[config.mk]
export PLATFORM = sky130hd
export DESIGN_NAME = hazard_sequencer
export DESIGN_NICKNAME = d
export VERILOG_FILES = /design/src/rtl/hazard_sequencer_pkg.sv /design/src/rtl/hazard_sequencer_sat_counter.sv /design/src/rtl/hazard_sequencer.sv
export SDC_FILE = /design/constraint.sdc
export NUM_CORES = 1
export LEC_CHECK = 0
export CORE_MARGIN = 1
export CORE_UTILIZATION = 48
export CTS_CLUSTER_SIZE = 8
export DETAILED_ROUTE_END_ITERATION = 6
export PLACE_DENSITY = 0.8
export SLEW_MARGIN = 10
export SYNTH_ARGS = -nofsm -noshare
export SYNTH_HDL_FRONTEND = slang
export SYNTH_HIERARCHICAL = 1
export SYNTH_SLANG_ARGS = --single-unit
[constraint.sdc]
create_clock -name clk_i -period 3.1 [get_ports clk_i]
set_input_delay 0.31 -clock clk_i [delete_from_list [all_inputs] [get_ports clk_i]]
set_output_delay 0.31 -clock clk_i [all_outputs]
set_load 0.02 [all_outputs]
[src/rtl/hazard_sequencer_pkg.sv]
// Shared definitions for the pipeline hazard sequencer: FSM state encoding,
// the packed pipeline-control bundle and its canonical values.
package hazard_sequencer_pkg;

  typedef enum logic [1:0] {
    ST_RUN      = 2'd0,
    ST_BUBBLE   = 2'd1,
    ST_MEM_WAIT = 2'd2,
    ST_ERROR    = 2'd3
  } state_t;

  // Pipeline control bundle, MSB first.
  typedef struct packed {
    logic pc_write;
    logic if_id_write;
    logic if_id_flush;
    logic id_ex_bubble;
    logic pipe_hold;
  } ctrl_t;

  // Normal advance.
  localparam ctrl_t CTRL_IDLE   = 5'b11000;
  // NOP controls driven while reset is asserted: nothing advances, both
  // front-end registers load NOPs.
  localparam ctrl_t CTRL_NOP    = 5'b00110;
  // Whole-pipe freeze during a data-memory wait (and in ERROR).
  localparam ctrl_t CTRL_FREEZE = 5'b00001;
  // Load-use bubble: hold PC and IF/ID, inject a NOP into ID/EX.
  localparam ctrl_t CTRL_STALL  = 5'b00010;
  // Taken branch: redirect PC, squash the wrong-path fetch in IF/ID.
  localparam ctrl_t CTRL_FLUSH  = 5'b11100;

  // Load-use hazard: EX load writes a register the ID instruction reads.
  function automatic logic load_use_hit(
    input logic       ex_memread,
    input logic [4:0] ex_rd,
    input logic [4:0] id_rs1,
    input logic [4:0] id_rs2,
    input logic       id_use_rs1,
    input logic       id_use_rs2
  );
    return ex_memread && (ex_rd != 5'd0) &&
           ((id_use_rs1 && (ex_rd == id_rs1)) ||
            (id_use_rs2 && (ex_rd == id_rs2)));
  endfunction

endpackage

[src/rtl/hazard_sequencer_sat_counter.sv]
// Saturating up-counter with enable and synchronous active-low clear.
module sat_counter #(
  parameter int W = 16
) (
  input  logic         clk,
  input  logic         clr_n,
  input  logic         en,
  output logic [W-1:0] count
);

  // Count enabled cycles, sticking at all-ones instead of wrapping.
  always_ff @(posedge clk) begin
    if (!clr_n) begin
      count <= '0;
    end else if (en && (count != {W{1'b1}})) begin
      count <= count + 1'b1;
    end
  end

endmodule

[src/rtl/hazard_sequencer.sv]
// Stall/flush sequencer for the five-stage core. Arbitrates data-memory
// freeze, load-use bubble and ID-resolved branch flush, drives the dmem
// request, detects memory timeout and keeps saturating statistics.
//
// Handshake: dmem_req_o is asserted in every non-ERROR cycle in which the MEM
// stage holds a load/store; the access completes in the cycle where
// dmem_req_o and dmem_ack_i are both high. Without ack the whole pipe holds
// and the request stays up until ack, timeout (ERROR) or reset.
module hazard_sequencer
  import hazard_sequencer_pkg::*;
#(
  parameter int CNT_W    = 16,
  parameter int MAX_WAIT = 64
) (
  input  logic             clk_i,
  input  logic             rst_i,
  input  logic             ex_memread_i,
  input  logic [4:0]       ex_rd_i,
  input  logic [4:0]       id_rs1_i,
  input  logic [4:0]       id_rs2_i,
  input  logic             id_use_rs1_i,
  input  logic             id_use_rs2_i,
  input  logic             id_branch_taken_i,
  input  logic             mem_access_i,
  input  logic             dmem_ack_i,
  output logic             dmem_req_o,
  output logic             pc_write_o,
  output logic             if_id_write_o,
  output logic             if_id_flush_o,
  output logic             id_ex_bubble_o,
  output logic             pipe_hold_o,
  output logic             err_o,
  output logic [CNT_W-1:0] stall_cnt_o,
  output logic [CNT_W-1:0] flush_cnt_o,
  output state_t           state_o
);

  localparam int WAIT_W = $clog2(MAX_WAIT + 1);
  localparam logic [WAIT_W-1:0] WAIT_LAST = WAIT_W'(MAX_WAIT - 1);

  state_t            state, next_state;
  logic [WAIT_W-1:0] wait_cnt, wait_next;
  ctrl_t             ctrl;
  logic              req;
  logic              freeze;
  logic              lu_hit;

  assign freeze = mem_access_i & ~dmem_ack_i;
  assign lu_hit = load_use_hit(ex_memread_i, ex_rd_i, id_rs1_i, id_rs2_i,
                               id_use_rs1_i, id_use_rs2_i);

  // Same-cycle control decode and next-state/wait-count selection.
  always_comb begin
    ctrl       = CTRL_IDLE;
    req        = 1'b0;
    next_state = state;
    wait_next  = '0;
    if (!rst_i) begin
      ctrl       = CTRL_NOP;
      next_state = ST_RUN;
    end else if (state == ST_ERROR) begin
      ctrl       = CTRL_FREEZE;
      next_state = ST_ERROR;
    end else begin
      req = mem_access_i;
      if (freeze) begin
        ctrl = CTRL_FREEZE;
        // The first un-acked cycle (seen in RUN/BUBBLE) counts as wait 1.
        if (state == ST_MEM_WAIT) begin
          if (wait_cnt == WAIT_LAST) begin
            next_state = ST_ERROR;
          end else begin
            next_state = ST_MEM_WAIT;
            wait_next  = wait_cnt + 1'b1;
          end
        end else begin
          next_state = ST_MEM_WAIT;
          wait_next  = WAIT_W'(1);
        end
      end else if (lu_hit && (state != ST_BUBBLE)) begin
        // Branch is ignored: its operands are stale behind the load.
        ctrl       = CTRL_STALL;
        next_state = ST_BUBBLE;
      end else if (id_branch_taken_i) begin
        ctrl       = CTRL_FLUSH;
        next_state = ST_RUN;
      end else begin
        next_state = ST_RUN;
      end
    end
  end

  // State, wait counter and sticky error register.
  always_ff @(posedge clk_i) begin
    if (!rst_i) begin
      state    <= ST_RUN;
      wait_cnt <= '0;
      err_o    <= 1'b0;
    end else begin
      state    <= next_state;
      wait_cnt <= wait_next;
      if (next_state == ST_ERROR) begin
        err_o <= 1'b1;
      end
    end
  end

  assign dmem_req_o     = req;
  assign pc_write_o     = ctrl.pc_write;
  assign if_id_write_o  = ctrl.if_id_write;
  assign if_id_flush_o  = ctrl.if_id_flush;
  assign id_ex_bubble_o = ctrl.id_ex_bubble;
  assign pipe_hold_o    = ctrl.pipe_hold;
  assign state_o        = state;

  sat_counter #(.W(CNT_W)) u_stall_cnt (
    .clk   (clk_i),
    .clr_n (rst_i),
    .en    (~ctrl.pc_write),
    .count (stall_cnt_o)
  );

  sat_counter #(.W(CNT_W)) u_flush_cnt (
    .clk   (clk_i),
    .clr_n (rst_i),
    .en    (ctrl.if_id_flush),
    .count (flush_cnt_o)
  );

endmodule

# After elaboration in Yosys (flattened, before gate mapping)
# Index checks and enable logic that the tools add are counted.
[word_totals] register_bits=42 latch_bits=0 ram_bits=0 rom_bits=0 in_bits=23 out_inout_bits=41 word_cells=50 n_memories=0
[classes] n_addsub=3 multipliers=0 div=0 magnitude_cmp=0 eq_ne=9 shifts=0 muxes=15 n_bitwise=6 reduce_logical=11
[ops] operator="16-bit by 1-bit adder with 16-bit output, second input constant" count=2
[ops] operator="16-bit inequality test, second input constant" count=2
[ops] operator="5-bit two-way mux" count=4
[ops] operator="5-bit == test" count=2
[ops] operator="2-bit two-way mux" count=4
[ops] operator="7-bit by 1-bit adder with 7-bit output, second input constant" count=1
[ops] operator="7-bit by 6-bit == test with 1-bit output, second input constant" count=1
[ops] operator="1-bit logical AND" count=7
[ops] operator="2-bit == test, second input constant" count=3
[ops] operator="1-bit two-way mux" count=6
[ops] operator="1-bit inverter" count=5
[ops] operator="5-bit nonzero test" count=1
[ops] operator="5-bit OR reduction" count=1
[ops] operator="3-bit two-way mux" count=1
[ops] operator="3-bit OR reduction" count=1
[ops] operator="2-bit by 1-bit inequality test with 1-bit output, second input constant" count=1
[ops] operator="1-bit bitwise AND" count=1
[ops] operator="1-bit logical OR" count=1

# Logic depth before layout (Yosys ltp)
[depth] ltp_word=11 mapped_depth=8

# Modules after synthesis
# The synthesis kept the hierarchy.
[modules_own_cells] mod="sat_counter" instances=2 cells_per_inst=97 area_each_um2=837.1 seq_area_each_um2=320.3
[modules_own_cells] mod="hazard_sequencer" instances=1 cells_per_inst=71 area_each_um2=619.3 seq_area_each_um2=200.2

# Worst setup path after synthesis
# OpenSTA, ideal clock, no wires.
[synth_timing] kind="input-to-reg" startpoint="in ex_rd_i[3]" endpoint="reg u_flush_cnt.count[9]" setup_ps=71 arrival_time_ps=2653 setup_slack_ps=376 cell_stages=7 n_path_buf=0 cell_sequence="or4_4 -> o221ai_4 -> nor2_2 -> a21oi_1 -> nand2_1 -> or4_1 -> a21oi_1"
[synth_between] elab_chain_len=10 elab_cells_between_ends=14 classes_between="eq/ne: 2; mux: 4; reduce/logical: 8"
[synth_lines] item="start, declared" line_no="hazard_sequencer.sv:18" source="input logic [4:0] ex_rd_i,"
[synth_lines] item="5-bit == test (on tied branches)" line_no="hazard_sequencer_pkg.sv:43, hazard_sequencer_pkg.sv:44"
[synth_lines] item="1-bit logical AND (on tied branches)" line_no="hazard_sequencer_pkg.sv:43, hazard_sequencer_pkg.sv:44"
[synth_lines] item="1-bit logical OR" line_no="hazard_sequencer_pkg.sv:43" source="((id_use_rs1 && (ex_rd == id_rs1)) ||"
[synth_lines] item="1-bit logical AND (*)" line_no="hazard_sequencer_pkg.sv:42" source="return ex_memread && (ex_rd != 5'd0) &&"
[synth_lines] item="1-bit logical AND (*)" line_no="hazard_sequencer.sv:80" source="end else if (lu_hit && (state != ST_BUBBLE)) begin"
[synth_lines] item="5-bit two-way mux (*)" line_no="hazard_sequencer.sv:80"
[synth_lines] item="5-bit two-way mux (*)" line_no="hazard_sequencer.sv:66" source="if (freeze) begin"
[synth_lines] item="5-bit two-way mux (*)" line_no="hazard_sequencer.sv:61" source="end else if (state == ST_ERROR) begin"
[synth_lines] item="5-bit two-way mux (*)" line_no="hazard_sequencer.sv:58" source="if (!rst_i) begin"
[synth_lines] item="net if_id_flush_o" line_no="hazard_sequencer.sv:29" source="output logic if_id_flush_o,"
[synth_lines] item="1-bit logical AND (*)" line_no="hazard_sequencer_sat_counter.sv:15" source="end else if (en && (count != {W{1'b1}})) begin"
[synth_lines] item="end signal, assigned" line_no="hazard_sequencer_sat_counter.sv:16" source="count <= count + 1'b1;"
[synth_lines] item="end, declared" line_no="hazard_sequencer_sat_counter.sv:8" source="output logic [W-1:0] count"
# The timed path passes the listed nets; every way through them passes the cells marked *.
# A chain may end at the register's enable or synchronous reset.

# Worst setup path in the final report
[layout_timing] startpoint="in ex_rd_i[2]" endpoint="out id_ex_bubble_o"
[layout_between] elab_chain_len=9 elab_cells_between_ends=13 classes_between="eq/ne: 2; mux: 4; reduce/logical: 7"
[layout_lines] item="5-bit == test (on tied branches)" line_no="hazard_sequencer_pkg.sv:43, hazard_sequencer_pkg.sv:44"
[layout_lines] item="1-bit logical AND (on tied branches)" line_no="hazard_sequencer_pkg.sv:43, hazard_sequencer_pkg.sv:44"
[layout_lines] item="1-bit logical OR" line_no="hazard_sequencer_pkg.sv:43"
[layout_lines] item="1-bit logical AND (*)" line_no="hazard_sequencer_pkg.sv:42"
[layout_lines] item="1-bit logical AND (*)" line_no="hazard_sequencer.sv:80"
[layout_lines] item="5-bit two-way mux (*)" line_no="hazard_sequencer.sv:80"
[layout_lines] item="5-bit two-way mux (*)" line_no="hazard_sequencer.sv:66"
[layout_lines] item="5-bit two-way mux (*)" line_no="hazard_sequencer.sv:61"
[layout_lines] item="5-bit two-way mux (*)" line_no="hazard_sequencer.sv:58"
[layout_lines] item="end, declared" line_no="hazard_sequencer.sv:30" source="output logic id_ex_bubble_o,"
# Every way passes the cells marked *; elsewhere a longest branch is shown, timed or not.

==> impl_metrics.tcl <==
set metrics [dict create \
    cts-root-buf "clkbuf_8" \
    finalSetupViolations 0 \
    clk_pin_slew_ps 70 \
    clock_path_buffers 2 \
    crit_slowest_cell "clkdlybuf4s50_1" \
    holdPathEnd "wait_cnt[6]$_SDFF_PP0_" \
    reg2reg_to "u_flush_cnt/count[5]$_SDFFE_PN0P_" \
    ir_drop_v 0.0002672 \
    core_mm2 0.004474 \
    path_max_fanout 4 \
    reg2reg_slack_ps 850 \
    synth-edff-count 0 \
    routabilityCongestion 0.8454 \
    syn_to_final_growth_pct 35.13 \
    fin_crit_ps 2890 \
    wire_per_inst_um 14.01 \
    holdPathStages 1 \
    layout-drive-gt1-share 0.06269 \
    yosys-top-cells-area "dfxtp_1 37%, xnor2_1 5.3%, a21oi_1 4.4%" \
    post-route-period-util 0.9323 \
    cts_max_level 2 \
    cp.required_ps 2790 \
    hold_violations 0 \
    worstSetupEndpointType "output port" \
    ant_nets 0 \
    portBuffers 63 \
    drt-total-wl_um 5421 \
    cts_resized 0 \
    status "finished, violations left" \
    antenna_found_initial 0 \
    avgViaCountPerCell 5.855 \
    arrival_ps 2580 \
    rr_startpoint "state_o[1]$_SDFF_PN0_" \
    fmax_ghz 0.3460 \
    synth.most_common_cell "dfxtp_1" \
    cp_top_family "buffers and inverters" \
    drtIter0Drc 169 \
    dieHeight_um 71.13 \
    crit_path_frequent_cell "clkdlybuf4s50_1" \
    max_slew.worst_pin.slew_ps 582.5 \
    slowest_delay_ps 690 \
    dp_hpwl_um 4026 \
    io_pins 64 \
    clk_latency_ps 290 \
    synth_area_leader_cell "dfxtp_1" \
    skew_ps 3.320 \
    violations "DRC" \
    post_cts_buffers 0 \
    grt_pass1_wl_um 9204 \
    nNetsFinal 360 \
    cts_tree "built" \
    async_flop_share 0 \
    ys_types 39 \
    synth_nets 291 \
    dr.pass1.iters 6 \
    holdCritStartpoint "wait_cnt[6]$_SDFF_PP0_" \
    grt_max_degree 20 \
    synth_top_area_frac 0.3666 \
    synth_ff_type "dfxtp_1" \
    die_width_um 71.13 \
    leakage_nw 1.020 \
    holdBufCountCts 0 \
    ys_ff_latch 42 \
    grt_pass1_vias 2041 \
    row_count 24 \
    numCtsBuffers 5 \
    grt.total_usage 0.2277 \
    yosysWarnings 6 \
    syn_area_mm2 0.002293 \
    cts.sinks 42 \
    cp-start-kind "primary input" \
    ys_seq_area_frac 0.3666 \
    worst-path-buf-inv 2 \
    setup_tns_ps 0 \
    fillerInstances 385 \
    power_density_mw_per_mm2 352.5 \
    fin_util 0.6927 \
    crit_type "primary input to output port" \
    die_area_mm2 0.005059 \
    avgSynthCellArea_um2 8.655 \
    drc 6 \
    rr_worst_depth 8 \
    start_util 0.5126 \
    synthTopCellsByCount "42 x dfxtp_1, 24 x nand2_1, 20 x a21oi_1" \
    slew_viol_final 0 \
    slew_headroom 0.6066 \
    rsz0062_at_grt "no" \
    n_antenna_cell 0 \
    crit_chain "clkdlybuf4s50_1, xnor2_1, nand4_1, o22a_1, o41ai_1, clkdlybuf4s50_1" \
    cap_violations 0 \
    path_depth 6 \
    num_vias 2266 \
    postSynthCellCount 265 \
    grt-ovfl-total 0 \
    min_path_type "flop to flop" \
]
==> state kept, by name (all words and copies together), names as in the netlist <==
signal and count:
u_flush_cnt/count 16, wait_cnt 7, err_o 1, state_o 2
u_stall_cnt/count 16
==> cell type report <==
| type | count | area, um2 | area share |
|---|---|---|---|
| multi-input combinational | 208 | 1385 | 0.4469 |
| sequential | 42 | 840.8 | 0.2713 |
| timing repair buffer | 67 | 660.6 | 0.2132 |
| clock buffer | 8 | 110.1 | 0.03553 |
| tap | 52 | 65.06 | 0.02099 |
| inverter | 10 | 37.54 | 0.01211 |
==> worst max-delay path by stage <==
stage	startpoint	endpoint	slack, ps
5_1_grt	ex_rd_i[2]	id_ex_bubble_o	110
2_1_floorplan	ex_rd_i[3]	u_flush_cnt/count[9]$_SDFFE_PN0P_	380
4_1_cts	ex_rd_i[2]	id_ex_bubble_o	190
6_report	ex_rd_i[2]	id_ex_bubble_o	210
3_5_place_dp	ex_rd_i[2]	u_stall_cnt/count[13]$_SDFFE_PN0P_	120
3_3_place_gp	ex_rd_i[2]	u_stall_cnt/count[13]$_SDFFE_PN0P_	240
==> per-stage QoR <==
| stage | setup WS (ps) | std cells | hold slack, ps | area, um2 | power, mW |
|---|---|---|---|---|---|
| floorplan | 376.4 | 265 | 443.4 | 2293 | 0.6300 |
| global placement | 237.8 | 379 | 477.5 | 2989 | 0.6979 |
| detailed placement | 119.8 | 379 | 485.7 | 2989 | 0.6999 |
| CTS | 194.0 | 387 | 498.5 | 3099 | 1.101 |
| global route | 106.4 | 387 | 518.7 | 3099 | 1.128 |
| finish | 209.8 | 387 | 494.6 | 3099 | 1.092 |
==> cells in the final DEF (no fill, tap or decap), types with 6 or more instances in the layout <==
| cell type | instances |
|---|---|
| a21oi_1 | 20 |
| and4_1 | 6 |
| clkbuf_8 | 8 |
| clkdlybuf4s50_1 | 63 |
| dfxtp_1 | 42 |
| inv_1 | 10 |
| mux2i_1 | 6 |
| nand2_1 | 24 |
| nand3_1 | 14 |
| nand4_1 | 9 |
| nor2_1 | 18 |
| nor3_1 | 8 |
| nor4_1 | 7 |
| o21ai_0 | 10 |
| o31ai_1 | 11 |
| or4_1 | 10 |
| xnor2_1 | 14 |
==> cells by family after synthesis <==
| kind of cell | after synthesis | synth area share |
|---|---|---|
| simple gates | 125 | 0.3273 |
| compound gates | 56 | 0.1653 |
| flops | 42 | 0.3666 |
| xor+xnor | 18 | 0.06874 |
| buf+inv | 15 | 0.02946 |
| mux | 6 | 0.02619 |
| fa+ha+maj | 3 | 0.01637 |
==> power breakdown <==
group	internal, mW	leakage [nW]	total, mW	switching (mW)
logic	0.0689	0.623	0.131	0.0625
registers	0.546	0.339	0.556	0.00972
clock network	0.225	0.0575	0.405	0.180
==> layer usage <==
| metal | track usage | wire [um] | vias to the layer above |
|---|---|---|---|
| li1 | - | - | 1150 |
| met1 | 0.3018 | 2542 | 1042 |
| met2 | 0.3686 | 2553 | 69 |
| met3 | 0.04558 | 260 | 5 |
| met4 | 0.08444 | 64 | 0 |
| met5 | 0 | 0 | - |
==> worst reg2reg max path, stage by stage, from the launching register on <==
cell and delay (ps):
dfxtp_1 380, and2_1 220, nor2_1 280, a21oi_1 120
a21oi_1 130, buf_4 160, nand2_1 210, or4_1 490
a21oi_1 180
Power figures use the tool's default switching activity.
